### src/rtl/trap_controller.sv
// Precise trap controller: carries fetch-stage exception codes to E, arbitrates causes,
// latches mepc/mcause/mtval, redirects to the trap vector and handles mret.
// Optional macro TRAP_COUNT_EN adds a saturating o_trap_count output.

package trap_pkg;
    localparam logic [3:0] E_FETCH_ADDR_MISALIGNED = 4'd0;
    localparam logic [3:0] E_FETCH_ACCESS_FAULT    = 4'd1;
    localparam logic [3:0] E_ILLEGAL_INSTR         = 4'd2;
    localparam logic [3:0] E_BREAKPOINT            = 4'd3;
    localparam logic [3:0] E_LOAD_ADDR_MISALIGNED  = 4'd4;
    localparam logic [3:0] E_LOAD_ACCESS_FAULT     = 4'd5;
    localparam logic [3:0] E_STORE_ADDR_MISALIGNED = 4'd6;
    localparam logic [3:0] E_STORE_ACCESS_FAULT    = 4'd7;
    localparam logic [3:0] E_ECALL                 = 4'd11;
    localparam logic [3:0] NO_E                    = 4'd15;

    typedef enum logic [1:0] {
        ST_RESET,
        ST_NORMAL,
        ST_IN_TRAP,
        ST_HALT
    } trap_state_e;
endpackage

module trap_controller
    import trap_pkg::*;
#(
    parameter logic [31:0] RESET_VECTOR = 32'h0004_0000,
    parameter logic [31:0] TRAP_VECTOR  = 32'h0000_0000,
    parameter logic [31:0] TEXT_BASE    = 32'h0008_0000
) (
    input  logic        i_clk,
    input  logic        i_rst,
    input  logic [3:0]  i_exception_code_f,
    input  logic [31:0] i_pc_f,
    input  logic        i_stall_d,
    input  logic        i_flush_d,
    input  logic        i_flush_e,
    input  logic [3:0]  i_exception_code_e,
    input  logic [31:0] i_pc_e,
    input  logic [31:0] i_alu_out_e,
    input  logic        i_mret_e,
    output logic        o_flush_fde,
    output logic        o_redirect_valid,
    output logic [31:0] o_redirect_pc,
    output logic [31:0] o_mepc,
    output logic [31:0] o_mcause,
    output logic [31:0] o_mtval,
    output logic        o_reset_permission,
    output logic        o_trap_permission,
    output logic        o_halt
`ifdef TRAP_COUNT_EN
    ,
    output logic [31:0] o_trap_count
`endif
);

    trap_state_e state_q;
    logic [3:0]  code_d_q, code_x_q;
    logic [31:0] pc_d_q, pc_x_q;
    logic [31:0] mepc_q, mcause_q, mtval_q;
    logic        reset_perm_q, trap_perm_q, halt_q;

    logic        cause_valid;
    logic [3:0]  cause;
    logic [31:0] cause_pc;
    logic [31:0] cause_tval;
    logic        take;
    logic        mret_ok;

    // NOTE: every always_comb output gets a default first so no path can infer a latch.
    always_comb begin
        cause_valid = 1'b0;
        cause       = NO_E;
        cause_pc    = 32'h0;
        cause_tval  = 32'h0;
        if (code_x_q != NO_E) begin
            cause_valid = 1'b1;
            cause       = code_x_q;
            cause_pc    = pc_x_q;
            cause_tval  = pc_x_q;
        end else if (i_exception_code_e != NO_E) begin
            cause_valid = 1'b1;
            cause       = i_exception_code_e;
            cause_pc    = i_pc_e;
            if (i_exception_code_e inside {E_LOAD_ADDR_MISALIGNED, E_LOAD_ACCESS_FAULT,
                                           E_STORE_ADDR_MISALIGNED, E_STORE_ACCESS_FAULT})
                cause_tval = i_alu_out_e;
        end else if (i_mret_e && state_q == ST_NORMAL) begin
            cause_valid = 1'b1;
            cause       = E_ILLEGAL_INSTR;
            cause_pc    = i_pc_e;
        end
    end

    assign take    = cause_valid && (state_q != ST_HALT);
    assign mret_ok = i_mret_e && !cause_valid && (state_q == ST_RESET || state_q == ST_IN_TRAP);

    // A nested trap halts silently: no flush or redirect toward a handler that already failed.
    always_comb begin
        o_flush_fde      = 1'b0;
        o_redirect_valid = 1'b0;
        o_redirect_pc    = RESET_VECTOR;
        if (take && state_q != ST_IN_TRAP) begin
            o_flush_fde      = 1'b1;
            o_redirect_valid = 1'b1;
            o_redirect_pc    = TRAP_VECTOR;
        end else if (mret_ok) begin
            o_flush_fde      = 1'b1;
            o_redirect_valid = 1'b1;
            o_redirect_pc    = (state_q == ST_RESET) ? TEXT_BASE : mepc_q;
        end
    end

    // NOTE: sequential state uses non-blocking assignments so all registers update together.
    always_ff @(posedge i_clk) begin
        if (i_rst) begin
            code_d_q <= NO_E;
            pc_d_q   <= 32'h0;
            code_x_q <= NO_E;
            pc_x_q   <= 32'h0;
        end else begin
            if (i_flush_d || o_flush_fde) begin
                code_d_q <= NO_E;
            end else if (!i_stall_d) begin
                code_d_q <= i_exception_code_f;
                pc_d_q   <= i_pc_f;
            end
            if (i_flush_e || o_flush_fde) begin
                code_x_q <= NO_E;
            end else begin
                code_x_q <= code_d_q;
                pc_x_q   <= pc_d_q;
            end
        end
    end

    always_ff @(posedge i_clk) begin
        if (i_rst) begin
            state_q      <= ST_RESET;
            mepc_q       <= 32'h0;
            mcause_q     <= 32'h0;
            mtval_q      <= 32'h0;
            reset_perm_q <= 1'b1;
            trap_perm_q  <= 1'b0;
            halt_q       <= 1'b0;
        end else begin
            case (state_q)
                ST_RESET, ST_NORMAL: begin
                    if (take) begin
                        state_q      <= ST_IN_TRAP;
                        mepc_q       <= cause_pc;
                        mcause_q     <= {28'b0, cause};
                        mtval_q      <= cause_tval;
                        reset_perm_q <= 1'b0;
                        trap_perm_q  <= 1'b1;
                    end else if (mret_ok) begin
                        state_q      <= ST_NORMAL;
                        reset_perm_q <= 1'b0;
                        trap_perm_q  <= 1'b0;
                    end
                end
                ST_IN_TRAP: begin
                    if (take) begin
                        state_q <= ST_HALT;
                        halt_q  <= 1'b1;
                    end else if (mret_ok) begin
                        state_q     <= ST_NORMAL;
                        trap_perm_q <= 1'b0;
                    end
                end
                default: ;
            endcase
        end
    end

`ifdef TRAP_COUNT_EN
    logic [31:0] trap_count_q;

    always_ff @(posedge i_clk) begin
        if (i_rst)
            trap_count_q <= 32'h0;
        else if (take && trap_count_q != 32'hFFFF_FFFF)
            trap_count_q <= trap_count_q + 32'd1;
    end

    assign o_trap_count = trap_count_q;
`endif

    assign o_mepc             = mepc_q;
    assign o_mcause           = mcause_q;
    assign o_mtval            = mtval_q;
    assign o_reset_permission = reset_perm_q;
    assign o_trap_permission  = trap_perm_q;
    assign o_halt             = halt_q;

endmodule

### config.mk
export PLATFORM = sky130hd
export DESIGN_NAME = trap_controller
export DESIGN_NICKNAME = d
export VERILOG_FILES = /design/src/rtl/trap_controller.sv
export SDC_FILE = /design/constraint.sdc
export NUM_CORES = 1
export LEC_CHECK = 0
export CAP_MARGIN = 0
export CORE_MARGIN = 2
export CORE_UTILIZATION = 44
export DETAILED_ROUTE_END_ITERATION = 12
export MAX_ROUTING_LAYER = met4
export PLACE_DENSITY = 0.91
export SLEW_MARGIN = 5
export SYNTH_ARGS = -nofsm -noshare
export SYNTH_HDL_FRONTEND = slang
export SYNTH_SLANG_ARGS = --single-unit
export TNS_END_PERCENT = 5
### constraint.sdc
create_clock -name i_clk -period 2.3 [get_ports i_clk]
set_input_delay 0.46 -clock i_clk [delete_from_list [all_inputs] [get_ports i_clk]]
set_output_delay 0.46 -clock i_clk [all_outputs]
set_load 0.01 [all_outputs]
==> results of run 1 <==
placed cells by master, fill, tap and decap left out, types with 17 or more instances in the layout:
master / n
clkdlybuf4s50_1: 175
dfxtp_1: 140
nand2b_1: 97
mux2i_1: 68
nor2_1: 66
nor3_1: 64
a221oi_1: 64
buf_4: 41
buf_2: 30
and2_1: 28
conb_1: 28
clkbuf_16: 17
layer usage:
metal,wire (µm),global-route usage,vias up
met5,0,-,-
met1,8440,0.328,2854
met2,9610,0.409,309
li1,-,-,2792
met4,939,0.141,0
met3,1380,0.0455,74
cell type report:
class	count	share of cell area
antenna	1	0.000265
clock buffer	27	0.0555
timing repair buffer	269	0.273
inverter	3	0.00119
tap	180	0.0239
sequential	145	0.309
clock inverter	4	0.00504
multi-input combinational	470	0.332
final timing paths:
kind | startpoint | to | slack (ns) | depth (start not counted)
hold / removal | code_d_q[3]$_SDFFE_PP1N_ | code_x_q[3]$_SDFF_PP1_ | 0.45 | 1
setup reg to reg | code_x_q[0]$_SDFF_PP1_ | o_mepc[14]$_SDFFE_PP0P_ | 0.10 | 9
setup / recovery | i_mret_e | o_redirect_pc[29] | -0.01 | 6
hold reg to reg | code_d_q[3]$_SDFFE_PP1N_ | code_x_q[3]$_SDFF_PP1_ | 0.45 | 1
worst max-delay path, stage by stage:
cell and delay, ns:
clkdlybuf4s50_1 0.59, and4_4 0.29, buf_12 0.11, buf_16 0.13, and2_1 0.13, buf_2 0.13
through the flow:
| stage | utilization | TNS, ns | total power [mW] | hold WS (ns) | instances |
|---|---|---|---|---|---|
| floorplan | - | 0 | 3.25 | 0.415 | 706 |
| global placement | 0.631 | -22.83 | 3.75 | 0.437 | 1053 |
| detailed placement | 0.631 | -28.50 | 3.77 | 0.435 | 1053 |
| CTS | 0.671 | -0.0505 | 6.40 | 0.448 | 1098 |
| global route | 0.674 | -1.62 | 6.61 | 0.484 | 1098 |
| finish | 0.674 | -0.0211 | 6.37 | 0.455 | 1099 |
timing repair:
action | 4_1_cts | 5_1_grt
endpoints found under the setup margin | 34 | 38
setup buffers | 13 | 0
pin swaps | 4 | 2
cloned | 1 | 0
gates resized for setup | 149 | 14
power by group through the flow:
| stage | registers, mW | logic, mW | clock network, mW |
|---|---|---|---|
| floorplan | 2.80 | 0.446 | 0 |
| global placement | 2.77 | 0.978 | 0 |
| detailed placement | 2.77 | 0.998 | 0 |
| CTS | 2.72 | 1.00 | 2.68 |
| global route | 2.73 | 1.08 | 2.79 |
| finish | 2.72 | 1.02 | 2.64 |
flip-flops by register name (all words and copies together) (netlist names):
name and flops:
o_mcause 4, o_mepc 32, code_d_q 4, o_mtval 32, pc_d_q 32, o_halt 1
code_x_q 4, pc_x_q 32, o_trap_permission 1, o_reset_permission 1, state_q 2
kinds of logic (layout without fill, tap and decap cells):
family,Yosys count,count (layout),synth area share
AND/OR/NAND/NOR,290,290,0.250
AO/OA/AOI/OAI,84,84,0.110
multiplexers,68,68,0.107
buffers and inverters,91,303,0.0779
flip-flops,145,145,0.455
other,1,29,0.000588
==> key figures, run 1 <==
Run status
  – Status: complete, but fails checks
  – Failing checks: setup timing

Synth
  – Asr flop ratio synth: 0
  – Post-synth top area share: 0.455
  – Synth cell types: 35
  – Synth area leader: dfxtp_1
  – Number of flops mapped to enable cells by yosys: 0
  – Post-Syn Instances: slightly below 700
  – Primary FF master, synth: dfxtp_1
  – Synth Area per Inst: 9.39 µm²
  – Post-synthesis sequential area ratio: 0.455
  – Synth Register Bits: between 100 and 150
  – Mapped cell area: ~0.0064 mm²
  – Yosys warns: 0
  – Area contributors post-synth: dfxtp_1 (46%), mux2i_1 (11%), nand2b_1 (9.5%)
  – Commonest cells post-synth: dfxtp_1 (145), nand2b_1 (97), mux2i_1 (68)
  – Top-count cell post-synth: dfxtp_1

GRT
  – All-Layer GR Usage: 0.263
  – Largest net degree at the start of global routing: between 60 and 70
  – First-pass GRT wire length: about 31000 µm
  – Global route overflow: 0
  – Vias in the first global route: between 5000 and 6000
  – Initial antenna violation count: 0

Clock tree
  – CTS Sinks: around 150
  – # H-tree levels: 4
  – CTS Hold Bufs: 0
  – CTS root buffer: clkbuf_16
  – CTS tree: built
  – Clock Path Buffers: 2
  – Worst-path clk slew: about 0.050 ns
  – TritonCTS Buffers: 17
  – Worst-Skew Late Latency: 0.42 ns

Detailed routing
  – DR iter-0 viols: 630
  – Routed WL: roughly 20000 µm
  – DRC viols: 0
  – WL/cell: around 19 µm
  – Via/cell ratio: between 5 and 6
  – DR pass1 iterations: 6
  – Final ANT Viol Nets: 0
  – Via Count: between 6000 and 7000

STA
  – Max-slew violation count: 0
  – Slew headroom: 0.605
  – Maximum clock rate: 433 MHz
  – RSZ-0062 raised after global routing: yes
  – Slew at the pin closest to its max-slew limit: ~0.59 ns
  – Setup violators final: 3
  – Final hold vios: 0
  – Worst Slack Setup Final: -0.00993 ns
  – Ratio of final minimum period to clock period: 1.00
  – Post-layout min period: around 2.3 ns
  – Fin Clk Skew: approximately 0.0096 ns

Worst setup path
  – Crit start category: primary input
  – CP arrival: 1.85 ns
  – Largest fanout on the critical path: 15
  – Req. time, crit path: around 1.8 ns
  – Setup CP Type: primary input to primary output
  – CP endpoint kind: primary output

Final layout
  – Share of layout cells above drive strength 1: 0.153
  – Nets: ~1000
  – Fill count: ~1100
  – Finished Cell Area: 0.00943 mm²
  – Syn-to-layout area delta: 47.9%
  – Multi-input gate area: between 0.003 and 0.004 mm²
  – FF+latch area: ~0.0029 mm²

Flow run
  – Max cap viols: 0

Placed design
  – Dpl hpwl: roughly 14000 µm
  – GP Congestion: roughly 0.95
  – Cell Area, Placed: ~0.0088 mm²
  – I/O Buffers: approximately 210
  – Dpl ws: -0.555 ns

Floorplan
  – Die Ht: 124 µm
  – Rows: 43
  – Initial Utilization: 0.456
  – Die X: 124 µm
  – Die area: ~0.015 mm²
  – Core area: between 0.01 and 0.015 mm²
  – Io pins: about 240

Power
  – Sequential cell fraction of total power: 0.427
  – Internal power: between 4 and 5 mW
  – Combinational Power Share: 0.159
  – Worst-case vdd ir drop: 0.461 mV
  – Clock network power share: 0.414
  – Net Sw Frac: 0.239
  – Leakage: around 3.8 nW
  – Net switching power: about 1.5 mW
  – Cell area power density: 676 mW/mm²

Worst hold path
  – Type of the tightest min-delay check: flop to flop
(Power assumes the default switching activity.)
==> inputs of run 2 (changes only) <==
Settings changed: CORE_UTILIZATION 44 to 48, PLACE_DENSITY 0.91 to 0.95.
Clock period 2.3 ns to 2.81 ns, I/O delays scaled along.
==> run 2 against run 1 <==
The run now ends clean. Global-route usage increased by 1.0 points. Clock-buffer cell count fell by 2. Clock power is 17% lower. Combinational power shrank 23%. Core utilization is 2.3 points higher. Cell count decreased by 2.8%. Setup slack better by 0.057 ns. Clock skew shrank 0.0039 ns. Power shrank 18%. Final area shrank 3.3%. Non-clock buffer count fell by 25. Critical path type unchanged. Critical endpoint is now o_redirect_pc[23]. Largest cell class unchanged.
==> key figures, run 2 (synthesis results as in run 1) <==
Run status
  – Status: completed

Worst setup path
  – Largest fanout on the critical path: 9
  – CP cell instances: clkdlybuf4s50_1 > nand4_1 > nor2_1 > and4_4 > buf_4 > and2_1 > dlygate4sd2_1
  – Crit path from: i_exception_code_e[0]
  – Cells on worst reg2reg path: 7
  – CP endpoint kind: primary output
  – Slowest CP cell: clkdlybuf4s50_1
  – Setup CP Type: primary input to primary output
  – Worst reg2reg path endpoint: o_mtval[12]$_SDFFE_PP0P_
  – CP arrival: 2.20 ns
  – Req. time, crit path: around 2.3 ns
  – R2r startpoint: code_x_q[2]$_SDFF_PP1_
  – Reg-to-reg slack, setup: between 0.5 and 0.6 ns
  – Worst path max stage delay: 0.50 ns
  – Crit start category: primary input

Clock tree
  – CTS root buffer: clkbuf_16
  – Clock Path Buffers: 2
  – # H-tree levels: 4
  – Worst-path clk slew: about 0.05 ns
  – CTS tree: built
  – Worst-Skew Late Latency: roughly 0.42 ns
  – CTS Sinks: approximately 150
  – TritonCTS Buffers: 17

Placed design
  – Dpl ws: -0.288 ns
  – # placed instances: ~1000
  – I/O Buffers: roughly 210
  – Dpl hpwl: around 13000 µm
  – GP Congestion: slightly above 0.9

Final layout
  – Nets: between 900 and 1000
  – Non-Filler Instances: 1068
  – Share of layout cells above drive strength 1: 0.110
  – Most frequent cells in the layout: clkdlybuf4s50_1 (177), dfxtp_1 (145), nand2b_1 (97)
  – Most common cell after layout, fill and taps aside: clkdlybuf4s50_1
  – Syn-to-layout area delta: 43.1%
  – Antenna diode count: 0

STA
  – Post-layout min period: 2.76 ns
  – Worst Slack Setup Final: approximately 0.047 ns
  – Fin Clk Skew: ~0.0057 ns
  – Slew at the pin closest to its max-slew limit: between 1 and 1.5 ns
  – Final hold vios: 0
  – Ratio of final minimum period to clock period: 0.983
  – RSZ-0062 raised after global routing: yes
  – Max-slew violation count: 0
  – Slew headroom: 0.277
  – Setup violators final: 0
  – Maximum clock rate: ~360 MHz

Floorplan
  – Initial Utilization: 0.487
  – Rows: 42
  – Die area: 0.0142 mm²
  – Io pins: 243
  – Core area: 0.0131 mm²
  – Die Ht: between 100 and 150 µm
  – Die X: about 120 µm

Detailed routing
  – Via/cell ratio: about 5.4
  – Via Count: 5820
  – Final ANT Viol Nets: 0
  – DR iter-0 viols: between 500 and 600
  – Routed WL: 19100 µm
  – DRC viols: 0
  – WL/cell: 17.9 µm
  – DR pass1 iterations: 5

GRT
  – Vias in the first global route: between 5000 and 6000
  – Global route overflow: 0
  – Initial antenna violation count: 0
  – Largest net degree at the start of global routing: 137
  – First-pass GRT wire length: 29300 µm
  – All-Layer GR Usage: 0.273

Power
  – Cell area power density: 572 mW/mm²
  – Worst-case vdd ir drop: 0.421 mV
  – Leakage: approximately 3.6 nW

Flow run
  – Max cap viols: 0

Worst hold path
  – Hold Path Origin: o_mcause[1]$_SDFFE_PP0P_
  – WHS Path Cells: 2
  – Type of the tightest min-delay check: flop to flop
  – Hold endpoint: o_mcause[1]$_SDFFE_PP0P_
[run 2: worst max-delay path: cells and delay by family]
kind / cells / cell delay, ns
buffers and inverters: 3 / 0.91
and+or+nand+nor: 4 / 0.73
[run 2: stage by stage]
stage / power, mW / hold WS (ns) / util / TNS, ns / cell area (µm²)
CTS: 5.24 / 0.453 / 0.703 / -0.0878 / 9200
floorplan: 2.66 / 0.415 / - / 0 / 6470
finish: 5.22 / 0.453 / 0.697 / 0 / 9120
detailed placement: 3.05 / 0.446 / 0.659 / -7.84 / 8630
global placement: 3.04 / 0.440 / 0.659 / -6.73 / 8630
global route: 5.40 / 0.480 / 0.697 / -0.0344 / 9120
[run 2: what timing repair did]
action                                  in CTS  in global routing
buffers inserted                             5                  1
cloned                                       0                  0
endpoints found under the setup margin      34                 31
pin swaps                                    2                  3
hold buffers                                 0                  0
resized for setup                           36                 62
[run 2: report_power, final]
part | leakage (nW) | switching [mW] | internal (mW)
Clock | 0.279 | 0.810 | 1.39
Sequential | 1.19 | 0.0697 | 2.16
Combinational | 2.15 | 0.354 | 0.437
Total | 3.62 | 1.23 | 3.99
[run 2: how the worst max path moves through the flow]
stage	end	slack [ns]	cells past startpoint
2_1_floorplan	o_redirect_valid	0.63	5
3_3_place_gp	o_redirect_pc[9]	-0.22	7
3_5_place_dp	o_redirect_pc[3]	-0.29	7
4_1_cts	o_redirect_valid	-0.09	6
5_1_grt	o_redirect_pc[23]	-0.03	7
6_report	o_redirect_pc[23]	0.05	7
[run 2: metal layers]
| metal | routed length [µm] | vias to the layer above | share of wire | track usage |
|---|---|---|---|---|
| met4 | 909 | 0 | 0.048 | 0.155 |
| met3 | 1480 | 73 | 0.077 | 0.0618 |
| met1 | 7920 | 2707 | 0.41 | 0.342 |
| met2 | 8820 | 303 | 0.46 | 0.408 |
| li1 | - | 2737 | - | - |
| met5 | 0 | - | 0 | - |
[run 2: layout make-up]
cell class                 instances  area (µm²)
multi-input combinational        470        3100
sequential                       145        2900
clock buffer                      25         495
timing repair buffer             244        2310
tap                              176         220
fill                             979        3970
clock inverter                     5        77.6
inverter                           3        11.3
